File: config.mk
export PLATFORM = sky130hd
export DESIGN_NAME = seg7_scan_driver
export DESIGN_NICKNAME = d
export VERILOG_FILES = /design/src/rtl/seg7_scan_driver_pkg.sv /design/src/rtl/seg7_scan_driver_bcd_to_seg7.sv /design/src/rtl/seg7_scan_driver.sv
export SDC_FILE = /design/constraint.sdc
export NUM_CORES = 1
export LEC_CHECK = 0
export ABC_CLOCK_PERIOD_IN_PS = 2800
export BUFFER_PORTS_ARGS = -buffer_cell sky130_fd_sc_hd__buf_2
export CAP_MARGIN = 15
export CORE_MARGIN = 3
export CORE_UTILIZATION = 58
export CTS_BUF_LIST = sky130_fd_sc_hd__clkbuf_4 sky130_fd_sc_hd__clkbuf_8
export CTS_CLUSTER_SIZE = 12
export DETAILED_ROUTE_END_ITERATION = 12
export PLACE_DENSITY = 0.81
export SETUP_SLACK_MARGIN = 0.4
export SLEW_MARGIN = 15
export SYNTH_ARGS = -nofsm -noshare
export SYNTH_HDL_FRONTEND = slang
export SYNTH_SLANG_ARGS = --single-unit
File: constraint.sdc
create_clock -name clk -period 2.8 [get_ports clk]
set_input_delay 0.14 -clock clk [delete_from_list [all_inputs] [get_ports clk]]
set_output_delay 0.14 -clock clk [all_outputs]
set_load 0.01 [all_outputs]
File: src/rtl/seg7_scan_driver_pkg.sv
// Shared constants for the 3-digit common-anode scan driver: segment codes,
// blank patterns and the scan index encodings.
package seg7_scan_driver_pkg;

  localparam int NUM_DIG = 3;

  localparam logic [1:0] IDX_U = 2'd0;
  localparam logic [1:0] IDX_D = 2'd1;
  localparam logic [1:0] IDX_C = 2'd2;

  // Active-low, bit order {g,f,e,d,c,b,a}
  localparam logic [6:0] SEG_0    = 7'b1000000;
  localparam logic [6:0] SEG_1    = 7'b1111001;
  localparam logic [6:0] SEG_2    = 7'b0100100;
  localparam logic [6:0] SEG_3    = 7'b0110000;
  localparam logic [6:0] SEG_4    = 7'b0011001;
  localparam logic [6:0] SEG_5    = 7'b0010010;
  localparam logic [6:0] SEG_6    = 7'b0000010;
  localparam logic [6:0] SEG_7    = 7'b1111000;
  localparam logic [6:0] SEG_8    = 7'b0000000;
  localparam logic [6:0] SEG_9    = 7'b0010000;
  localparam logic [6:0] SEG_DASH = 7'b0111111;

  localparam logic [6:0] SEG_OFF  = 7'b1111111;
  localparam logic [2:0] AN_OFF   = 3'b111;

endpackage

File: src/rtl/seg7_scan_driver_bcd_to_seg7.sv
// Combinational BCD to active-low 7-segment decoder; codes 10-15 show a dash.
module bcd_to_seg7
  import seg7_scan_driver_pkg::*;
(
  input  logic [3:0] bcd,
  output logic [6:0] seg
);

  always_comb begin
    seg = SEG_DASH;
    case (bcd)
      4'd0: seg = SEG_0;
      4'd1: seg = SEG_1;
      4'd2: seg = SEG_2;
      4'd3: seg = SEG_3;
      4'd4: seg = SEG_4;
      4'd5: seg = SEG_5;
      4'd6: seg = SEG_6;
      4'd7: seg = SEG_7;
      4'd8: seg = SEG_8;
      4'd9: seg = SEG_9;
      default: seg = SEG_DASH;
    endcase
  end

endmodule

File: src/rtl/seg7_scan_driver.sv
// Captures three BCD digits and time-multiplexes them onto a common-anode display.
// Define SEG7_LEADING_ZERO_BLANK_EN to blank leading zeros in the tens/hundreds slots.
module seg7_scan_driver
  import seg7_scan_driver_pkg::*;
#(
  parameter int CLK_DIV = 50000,
  parameter int CNT_W   = 16
) (
  input  logic       clk,
  input  logic       rst,
  input  logic       load,
  input  logic       en,
  input  logic [3:0] dig_u,
  input  logic [3:0] dig_d,
  input  logic [3:0] dig_c,
  output logic [2:0] an,
  output logic [6:0] seg,
  output logic       tick
);

  logic [CNT_W-1:0] cnt_reg, cnt_next;
  logic [1:0]       idx_reg, idx_next;
  logic             tick_reg;
  logic [3:0]       cap_u_reg, cap_d_reg, cap_c_reg;
  logic [2:0]       an_reg, an_next, an_sel;
  logic [6:0]       seg_reg, seg_next, seg_raw;
  logic [3:0]       digit_sel;
  logic             wrap;
  logic             blank;

  assign wrap = (cnt_reg == CNT_W'(CLK_DIV - 1));

  always_comb begin
    cnt_next = wrap ? '0 : cnt_reg + CNT_W'(1);
    idx_next = idx_reg;
    // An illegal index recovers to units on the next edge regardless of the prescaler
    if (idx_reg > IDX_C)
      idx_next = IDX_U;
    else if (wrap)
      idx_next = (idx_reg == IDX_C) ? IDX_U : idx_reg + 2'd1;
  end

  always_comb begin
    digit_sel = cap_u_reg;
    case (idx_reg)
      IDX_D:   digit_sel = cap_d_reg;
      IDX_C:   digit_sel = cap_c_reg;
      default: digit_sel = cap_u_reg;
    endcase
  end

  bcd_to_seg7 u_dec (
    .bcd (digit_sel),
    .seg (seg_raw)
  );

`ifdef SEG7_LEADING_ZERO_BLANK_EN
  assign blank = ((idx_reg == IDX_C) && (cap_c_reg == 4'd0)) ||
                 ((idx_reg == IDX_D) && (cap_c_reg == 4'd0) && (cap_d_reg == 4'd0));
`else
  assign blank = 1'b0;
`endif

  for (genvar gi = 0; gi < NUM_DIG; gi++) begin : g_an
    assign an_sel[gi] = (idx_reg != 2'(gi));
  end

  always_comb begin
    an_next  = AN_OFF;
    seg_next = SEG_OFF;
    if (en && !blank && (an_sel != AN_OFF)) begin
      an_next  = an_sel;
      seg_next = seg_raw;
    end
  end

  always_ff @(posedge clk) begin
    if (rst) begin
      cnt_reg   <= '0;
      idx_reg   <= IDX_U;
      tick_reg  <= 1'b0;
      cap_u_reg <= 4'd0;
      cap_d_reg <= 4'd0;
      cap_c_reg <= 4'd0;
      an_reg    <= AN_OFF;
      seg_reg   <= SEG_OFF;
    end else begin
      cnt_reg  <= cnt_next;
      idx_reg  <= idx_next;
      tick_reg <= wrap;
      an_reg   <= an_next;
      seg_reg  <= seg_next;
      if (load) begin
        cap_u_reg <= dig_u;
        cap_d_reg <= dig_d;
        cap_c_reg <= dig_c;
      end
    end
  end

  assign an   = an_reg;
  assign seg  = seg_reg;
  assign tick = tick_reg;

endmodule

==> results.cfg, run 1 <==
[yosys]
yosys_warnings = 0
ys_seq_area_share_pct = 46.1
yosysTopAreaCell = dfxtp_1
synth_nets = 220
syn_area_per_cell_um2 = 9.23
synthTopCellsByCount = 41 x dfxtp_1, 32 x nor2_1, 14 x mux2i_1
synthFlopType = dfxtp_1
synth.most_common_cell = dfxtp_1
synth_area_leaders = dfxtp_1 46%, mux2i_1 7.9%, ha_1 7.7%
syn-cell-area_um2 = 1780
ys_seq_elements = 41
synth.distinct_cells = 31
synth.top_cell.area_share_pct = 46.1
synth-edff-count = 0
async_flop_share_pct = 0
syn_inst = 193

[detailed_routing]
drc = 0
drtIter0Drc = 64
vias_per_cell = 5.68
vias = 1432
first_pass_iters = 4
drt-total-wl_mm = 3.47
wl_per_cell_um = 13.8
antenna_left = 0

[clock_network]
insertion_delay_ns = 0.36
ctsResizeCount = 0
numCtsBuffers = 5
holdBufCountCts = 0
cts_tree = done
root_buffer = clkbuf_4
cts-htree-levels = 2
clk_pin_slew_worst_paths_ns = 0.12
postCtsSetupRepairBufs = 0
clock_path_buffers = 2
cts_sinks = 41

[hold_path]
hold_end = cap_u_reg[3]
min_from = dig_u[3]
hold_depth = 3
min_path_type = in2reg

[run]
drv_cap = 0

[cells_and_area]
fillers = 233
largest_reg_flops = 16
final_cells = 252
num_antenna_cells = 0
final_nets = 247
drive_above_1_share_pct = 16.3
final_cell_area_um2 = 2000
synthToLayoutAreaGrowth_pct = 12.2

[floorplan]
dieWidth_um = 61.4
num_rows = 19
fp.dieH_um = 61.4
ioPinCount = 27
die_area_um2 = 3770
initial_core_util_pct = 62.9
core_um2 = 2830

[sta]
fin_worst_skew_ns = 0.0103
fin_crit_sh_pct = 79.9
fin_crit_ns = 2.24
max_freq_ghz = 0.447
setup_tns_ns = 0
setup_viol = 0
finalHoldViolCount = 0
finalMaxSlewViolations = 0
tightest_slew_ns = 0.562
max-slew-margin-rel_pct = 62.5
rsz0062_at_grt = no

[run_status]
status = finished clean

[power]
swShare_pct = 24.0
seq_power_share_pct = 59.5
total_power_mw = 1.04
peakVddDrop_v = 0.000398
leakage_nw = 0.846
pwr-share-comb_pct = 8.4
intPower_mw = 0.787
p_per_area_nw_per_um2 = 519
clockPowerShare_pct = 32.1
p_switching_mw = 0.249

[global_routing]
grtUsageMet3_pct = 5.24
first_global_vias = 1305
use_met1_pct = 25.2
grt_overflow_total = 0
met2_usage_pct = 31.9
grt_max_degree = 19
grt_busiest_layer = met2
grt_pass1_wl_mm = 5.56
grt_usage_pct = 20.2
antenna_found_initial = 0

[critical_path]
reg2reg_depth = 8
r2r_end = seg[1]
crit_type = reg2reg
crit_fanout = 10
r2r_slack_ns = 0.56
worstSetupStartpointType = register
crit_required_ns = 3.05
crit_arrival_ns = 2.49
endpoint_kind = register
worstReg2RegStart = idx_reg[0]

[placed_design]
placed_area_um2 = 1930
place.gp.congestion = 0.771
port_buffers = 26
placedCellCount = 244
place_hpwl_mm = 2.58
==> per-stage QoR <==
step / setup WS [ns] / util [%] / hold slack (ns)
6_report: 0.561 / 70.6 / 0.0179
5_1_grt: 0.440 / 70.6 / 0.0263
4_1_cts: 0.570 / 70.6 / 0.0128
3_5_place_dp: 0.585 / 68.1 / 0.384
3_3_place_gp: 0.779 / 68.1 / 0.374
2_1_floorplan: 0.746 / - / 0.287
==> placed cells by master (no fill, tap or decap), types with 4 or more instances in the layout <==
| cell | n |
|---|---|
| buf_2 | 26 |
| xnor2_1 | 6 |
| and3_1 | 5 |
| nand3_1 | 11 |
| dfxtp_1 | 41 |
| inv_1 | 6 |
| nand2_1 | 9 |
| nor3_1 | 4 |
| o21ai_1 | 4 |
| o21ai_0 | 4 |
| xor2_1 | 4 |
| clkbuf_4 | 5 |
| a22oi_1 | 5 |
| a21oi_1 | 9 |
| mux2i_1 | 14 |
| nor2_1 | 32 |
| ha_1 | 11 |
| or3_1 | 4 |
==> power groups by stage <==
stage               sequential (mW)  combinational, mW  clock (mW)
finish                        0.616             0.0868       0.333
global route                  0.619             0.0968       0.364
CTS                           0.616             0.0866       0.337
detailed placement            0.630             0.0861           0
global placement              0.629             0.0815           0
floorplan                     0.631             0.0537           0
==> worst max path at each step <==
stage	to	slack, ns	startpoint
finish	seg[1]	0.56	idx_reg[0]
global route	seg[1]	0.44	idx_reg[0]
CTS	seg[1]	0.57	idx_reg[0]
detailed placement	seg[1]	0.59	idx_reg[0]
global placement	seg[1]	0.78	idx_reg[0]
floorplan	seg[1]	0.75	idx_reg[0]
==> worst max-delay path, cell delays in order, from the launching register on <==
cell     delay [ns]
dfxtp_1        0.45
inv_1          0.12
ha_1           0.46
nor2_1         0.07
a21oi_1        0.35
inv_1          0.14
ha_1           0.33
a21oi_1        0.13
o21ai_1        0.07
==> cell families (layout without fill, tap and decap cells) <==
group / Yosys count / count (layout) / share of synthesized area, %
compound gates: 29 / 29 / 9.91
simple gates: 76 / 76 / 20.9
buf+inv: 12 / 40 / 2.53
mux: 14 / 14 / 7.87
flops: 41 / 41 / 46.1
fa+ha+maj: 11 / 11 / 7.73
xor+xnor: 10 / 10 / 4.92
==> routing by layer <==
metal	share of wire, %	vias up
met1	45	652
li1	-	724
met2	46	47
met4	2.5	0
met5	0	-
met3	6.3	9
==> layout make-up <==
type | instances | area, um^2 | area share [%]
Clock inverter | 1 | 5.00 | 0.251
Sequential cell | 41 | 821 | 41.1
Clock buffer | 7 | 65.1 | 3.26
Timing Repair Buffer | 26 | 130 | 6.52
Inverter | 6 | 22.5 | 1.13
Tap cell | 31 | 38.8 | 1.94
Multi-Input combinational cell | 140 | 915 | 45.8
Note: power is estimated with default switching activity, not from simulation.
==> inputs of run 2 (changes only) <==
Settings changed: ABC_AREA set to 1, ABC_CLOCK_PERIOD_IN_PS 2800 to 2320, CORE_UTILIZATION 58 to 59.
Clock period 2.8 ns to 2.32 ns, I/O delays scaled along.
==> run 2 against run 1 <==
Net effect: register-to-register slack lost 0.02 ns; non-clock buffer count up 11; hold slack better by 0.0046 ns; routed wire length up 17%; combinational power rose by 52%; global-route usage is 2.2 points higher; total power grew 19%; sequential share of layout area down 5.8 points; via count grew 27%; critical endpoint is now seg[4].
==> results.cfg, run 2 <==
[floorplan]
ioPinCount = 27
initial_core_util_pct = 63.6
core_um2 = 3150
dieWidth_um = 64.3
fp.dieH_um = 64.3
num_rows = 20
die_area_um2 = 4140

[critical_path]
crit_arrival_ns = 2.04
crit_fanout = 10
crit_required_ns = 2.58
crit_type = reg2reg
endpoint_kind = register
worstSetupStartpointType = register

[cells_and_area]
final_common_cell = nand2_1
multi_input_area_um2 = 1050
synthToLayoutAreaGrowth_pct = 16.6
num_antenna_cells = 0
final_cells = 366
final_nets = 348
utilization_pct = 74.2
largest_reg_flops = 16
layout_common_cells = 79 x nand2_1, 44 x nor2_1, 39 x dfxtp_1, 27 x inv_1, 26 x buf_2
final_cell_area_um2 = 2340
drive_above_1_share_pct = 16.1
fillers = 265
regArea_um2 = 826

[sta]
setup_tns_ns = 0
finalHoldViolCount = 0
max_freq_ghz = 0.563
rsz0062_at_grt = no
finalMaxSlewViolations = 0
max-slew-margin-rel_pct = 73.0
setup_viol = 0
fin_worst_skew_ns = 0.00761
fin_crit_sh_pct = 76.6
fin_crit_ns = 1.78
tightest_slew_ns = 0.401

[yosys]
async_flop_share_pct = 0
syn_area_per_cell_um2 = 7.11
synthTopCellsByCount = 79 x nand2_1, 44 x nor2_1, 41 x dfxtp_1
synth.distinct_cells = 26
ys_seq_elements = 41
synthFlopType = dfxtp_1
syn_inst = 282
synth.most_common_cell = nand2_1
syn-cell-area_um2 = 2010
synth-edff-count = 0
synth_nets = 309
synth_area_leaders = dfxtp_1 41%, nand2_1 15%, nor2_1 8.2%
yosys_warnings = 0
synth.top_cell.area_share_pct = 40.9
yosysTopAreaCell = dfxtp_1
ys_seq_area_share_pct = 40.9

[global_routing]
grt_pass1_wl_mm = 7.19
grt_usage_pct = 22.5
grt_overflow_total = 0
antenna_found_initial = 0
grt_max_degree = 17
first_global_vias = 1621

[detailed_routing]
first_pass_iters = 6
drtIter0Drc = 182
antenna_left = 0
vias_per_cell = 4.96
vias = 1816
drt-total-wl_mm = 4.06
wl_per_cell_um = 11.1
drc = 0

[run]
drv_cap = 0

[placed_design]
place_hpwl_mm = 2.83
port_buffers = 26
place.gp.congestion = 0.892
placed_area_um2 = 2150
placedCellCount = 347

[clock_network]
clock_path_buffers = 2
postCtsSetupRepairBufs = 0
cts-htree-levels = 2
numCtsBuffers = 5
cts_tree = done
insertion_delay_ns = 0.37
clk_pin_slew_worst_paths_ns = 0.13
root_buffer = clkbuf_4
cts_sinks = 41

[hold_path]
min_path_type = in2reg

[power]
p_per_area_nw_per_um2 = 529
leakage_nw = 0.987
peakVddDrop_v = 0.000463

[run_status]
status = finished clean
[run 2: cell types whose count changed after synthesis, moves of 5 or more]
cell     previous run  this run
mux2i_1            14         0
a22oi_1             5         0
xnor2_1             6         1
inv_1               6        27
nand3_1            11        19
o21ai_0             4        13
and3_1              5         0
nor2_1             32        44
nand2_1             9        79
[run 2: critical path: stages, from the launching register on]
cell,delay (ns)
dfxtp_4,0.40
inv_1,0.10
ha_4,0.29
or2_2,0.27
nand2_1,0.13
ha_1,0.19
nand3b_1,0.12
nand2_1,0.06
nand2_1,0.05
nand3_1,0.06
[run 2: worst paths after layout]
check	startpoint	end	slack, ns	cells after the start
setup / recovery	idx_reg[0]	seg[4]	0.54	9
hold / removal	dig_u[2]	cap_u_reg[2]	0.02	3
setup reg to reg	idx_reg[0]	seg[4]	0.54	9
hold reg to reg	cnt_reg[0]	cnt_reg[0]	0.46	1
[run 2: kinds of logic (layout without fill, tap and decap cells)]
group | Yosys count | after routing | share of synthesized area, %
AO/OA/AOI/OAI | 27 | 27 | 7.42
XOR/XNOR | 4 | 4 | 1.75
adder cells (fa/ha/maj) | 11 | 11 | 6.86
buffers and inverters | 34 | 74 | 7.30
flip-flops | 41 | 41 | 40.9
AND/OR/NAND/NOR | 165 | 165 | 35.7
[run 2: through the flow]
step | hold slack (ns) | setup WS (ns) | power [mW]
2_1_floorplan | 0.193 | 0.521 | 0.839
3_5_place_dp | 0.330 | 0.334 | 0.875
3_3_place_gp | 0.331 | 0.453 | 0.873
5_1_grt | 0.0316 | 0.398 | 1.30
4_1_cts | 0.0200 | 0.436 | 1.24
6_report | 0.0225 | 0.543 | 1.24
[run 2: repair_timing]
action / 4_1_cts / 5_1_grt
endpoints found under the hold margin: 11 / 0
hold buffers: 11 / 0
gates resized for setup: 2 / 4
setup endpoints to repair: 3 / 7
[run 2: power by group]
| part | switching, mW | internal (mW) | total [mW] |
|---|---|---|---|
| sequential | 0.0119 | 0.731 | 0.743 |
| clock | 0.247 | 0.114 | 0.362 |
| combinational | 0.0744 | 0.0573 | 0.132 |
| total | 0.334 | 0.903 | 1.24 |
[run 2: per-layer routing]
layer  share of wire (%)  track usage, %  vias up
li1                    -               -      963
met1                  50            31.4      799
met2                  43            33.0       44
met3                 5.4            5.27       10
met4                 2.1            9.50        0
met5                   0               0        -
[run 2: cell type report]
type / instances / share of cell area [%]
Sequential cell: 41 / 35.3
Tap cell: 44 / 2.35
Clock buffer: 5 / 1.61
Clock inverter: 3 / 0.749
Inverter: 29 / 4.65
Multi-Input combinational cell: 207 / 45.1
Timing Repair Buffer: 37 / 10.3
==> inputs of run 3 (changes only) <==
Settings changed: ABC_CLOCK_PERIOD_IN_PS 2320 to 1650.
Clock period 2.32 ns to 1.65 ns, I/O delays scaled along.
==> run 3 against run 2 <==
Net effect: sequential power grew 41%; via count rose by 29%; fmax grew 3.9%; clock-buffer cell count grew 3; highest routed layer unchanged; clock power up 48%; the run now ends with setup timing left; register-to-register slack worse by 0.60 ns; final area increased by 25%; first-iteration DRC count rose by 130%; total power up 54%; sequential share of layout area down 6.7 points.
==> results.cfg, run 3 (synthesis results as in run 2) <==
[floorplan]
core_um2 = 3150
ioPinCount = 27
fp.dieH_um = 64.3
initial_core_util_pct = 63.6
die_area_um2 = 4140
dieWidth_um = 64.3
num_rows = 20

[critical_path]
crit_arrival_ns = 2.01
crit_fanout = 6
endpoint_kind = register
crit_slowest_cell = dfxtp_4
path_cells = inv_4, ha_4, buf_4, inv_4, nand2_2, nand2_4, ha_4, nand3b_1, nand2_1, nand2_1, nand3_1
crit_required_ns = 1.95
worstSetupStartpointType = register
crit_type = reg2reg
max_stage_delay_ns = 0.40

[detailed_routing]
first_pass_iters = 5
vias_per_cell = 6.06
drt-total-wl_mm = 7.39
drc = 0
drtIter0Drc = 422
vias = 2350
wl_per_cell_um = 19.0
antenna_left = 0

[placed_design]
placedCellCount = 349
port_buffers = 26
placed_area_um2 = 2250
place.gp.congestion = 0.864
place_hpwl_mm = 2.93

[power]
total_power_mw = 1.90
p_per_area_nw_per_um2 = 647
peakVddDrop_v = 0.000590
leakage_nw = 1.23

[global_routing]
grt_overflow_total = 0
antenna_found_initial = 0
first_global_vias = 1878
grt_pass1_wl_mm = 8.47
grt_usage_pct = 26.3
grt_max_degree = 16

[clock_network]
insertion_delay_ns = 0.36
cts_tree = done
cts_sinks = 41
numCtsBuffers = 5
root_buffer = clkbuf_4
clk_pin_slew_worst_paths_ns = 0.11
clock_path_buffers = 2
cts-htree-levels = 2

[sta]
fin_crit_ns = 1.71
max_freq_ghz = 0.584
finalHoldViolCount = 0
fin_worst_skew_ns = 0.0115
rsz0062_at_grt = yes
setup_viol = 6
timing.final.ws_setup_ns = -0.0609
finalMaxSlewViolations = 0
tightest_slew_ns = 0.450
max-slew-margin-rel_pct = 70.0
fin_crit_sh_pct = 104

[run_status]
violations = setup timing
status = complete, but fails checks

[cells_and_area]
drive_above_1_share_pct = 40.7
layout_common_cells = 57 x nand2_1, 36 x nor2_1, 32 x dfxtp_1, 26 x buf_2, 21 x inv_1
largest_reg_flops = 16
final_cell_area_um2 = 2930
synthToLayoutAreaGrowth_pct = 46.3
final_common_cell = nand2_1
num_antenna_cells = 0
final_cells = 388
final_nets = 370

[hold_path]
min_path_type = in2reg

[run]
drv_cap = 0
-- run 3: cell types whose count changed in the layout (fill, tap and decap cells not counted), sizes merged --
| cell | previous run | this run |
|---|---|---|
| clkinv | 2 | 0 |
| clkbuf | 5 | 8 |
| clkinvlp | 1 | 0 |
| nand2 | 82 | 83 |
| buf | 26 | 47 |
-- run 3: final timing paths --
kind	startpoint	to	slack, ns	cells past startpoint
max	idx_reg[1]	seg[4]	-0.06	11
min	rst	idx_reg[0]	0.04	3
max reg2reg	idx_reg[1]	seg[4]	-0.06	11
min reg2reg	cnt_reg[9]	cnt_reg[9]	0.51	2
-- run 3: report_power, final --
part | switching, mW | leakage [nW] | total (mW) | internal (mW)
Clock | 0.315 | 0.0368 | 0.535 | 0.219
Sequential | 0.0266 | 0.341 | 1.05 | 1.03
Combinational | 0.177 | 0.852 | 0.310 | 0.133
Total | 0.519 | 1.23 | 1.90 | 1.38
-- run 3: worst max-delay path: cells and delay by family, from the launching register on --
family	cells	cell delay, ns
flip-flops	1	0.40
buffers and inverters	3	0.23
adder cells (fa/ha/maj)	2	0.48
AND/OR/NAND/NOR	6	0.55
-- run 3: per-layer routing --
layer / up-vias / routed length (um) / GRT usage, % / part of all wire (%)
li1: 1011 / - / - / -
met1: 1075 / 2800 / 32.2 / 38
met2: 197 / 3400 / 43.8 / 46
met3: 67 / 651 / 4.92 / 8.8
met4: 0 / 528 / 13.2 / 7.1
met5: - / 0 / 0 / 0
-- run 3: per-stage QoR --
| step | setup WS (ns) | hold WS (ns) | TNS [ns] | util [%] |
|---|---|---|---|---|
| after floorplan | 0.0926 | 0.160 | 0 | - |
| after global placement | 0.0495 | 0.303 | 0 | 71.5 |
| after detailed placement | 0.0232 | 0.309 | 0 | 71.5 |
| after CTS | 0.0933 | 0.0212 | 0 | 83.1 |
| after global routing | -0.156 | 0.0461 | -0.420 | 93.1 |
| final | -0.0609 | 0.0381 | -0.176 | 93.1 |
-- run 3: area by class of cell --
cell class / count / area [um^2]
repair buffers: 58 / 433
multi-input cells: 208 / 1430
flip-flops and latches: 41 / 840
inverters: 29 / 119
well taps: 44 / 55.1
fillers: 96 / 219
clock buffers: 8 / 60.1
-- run 3: what timing repair did --
item,4_1_cts,5_1_grt
buffers inserted,8,11
endpoints found under the hold margin,11,0
cloned,1,0
pin swaps,10,17
setup endpoints to repair,26,29
resized for setup,31,64
hold buffers,11,0
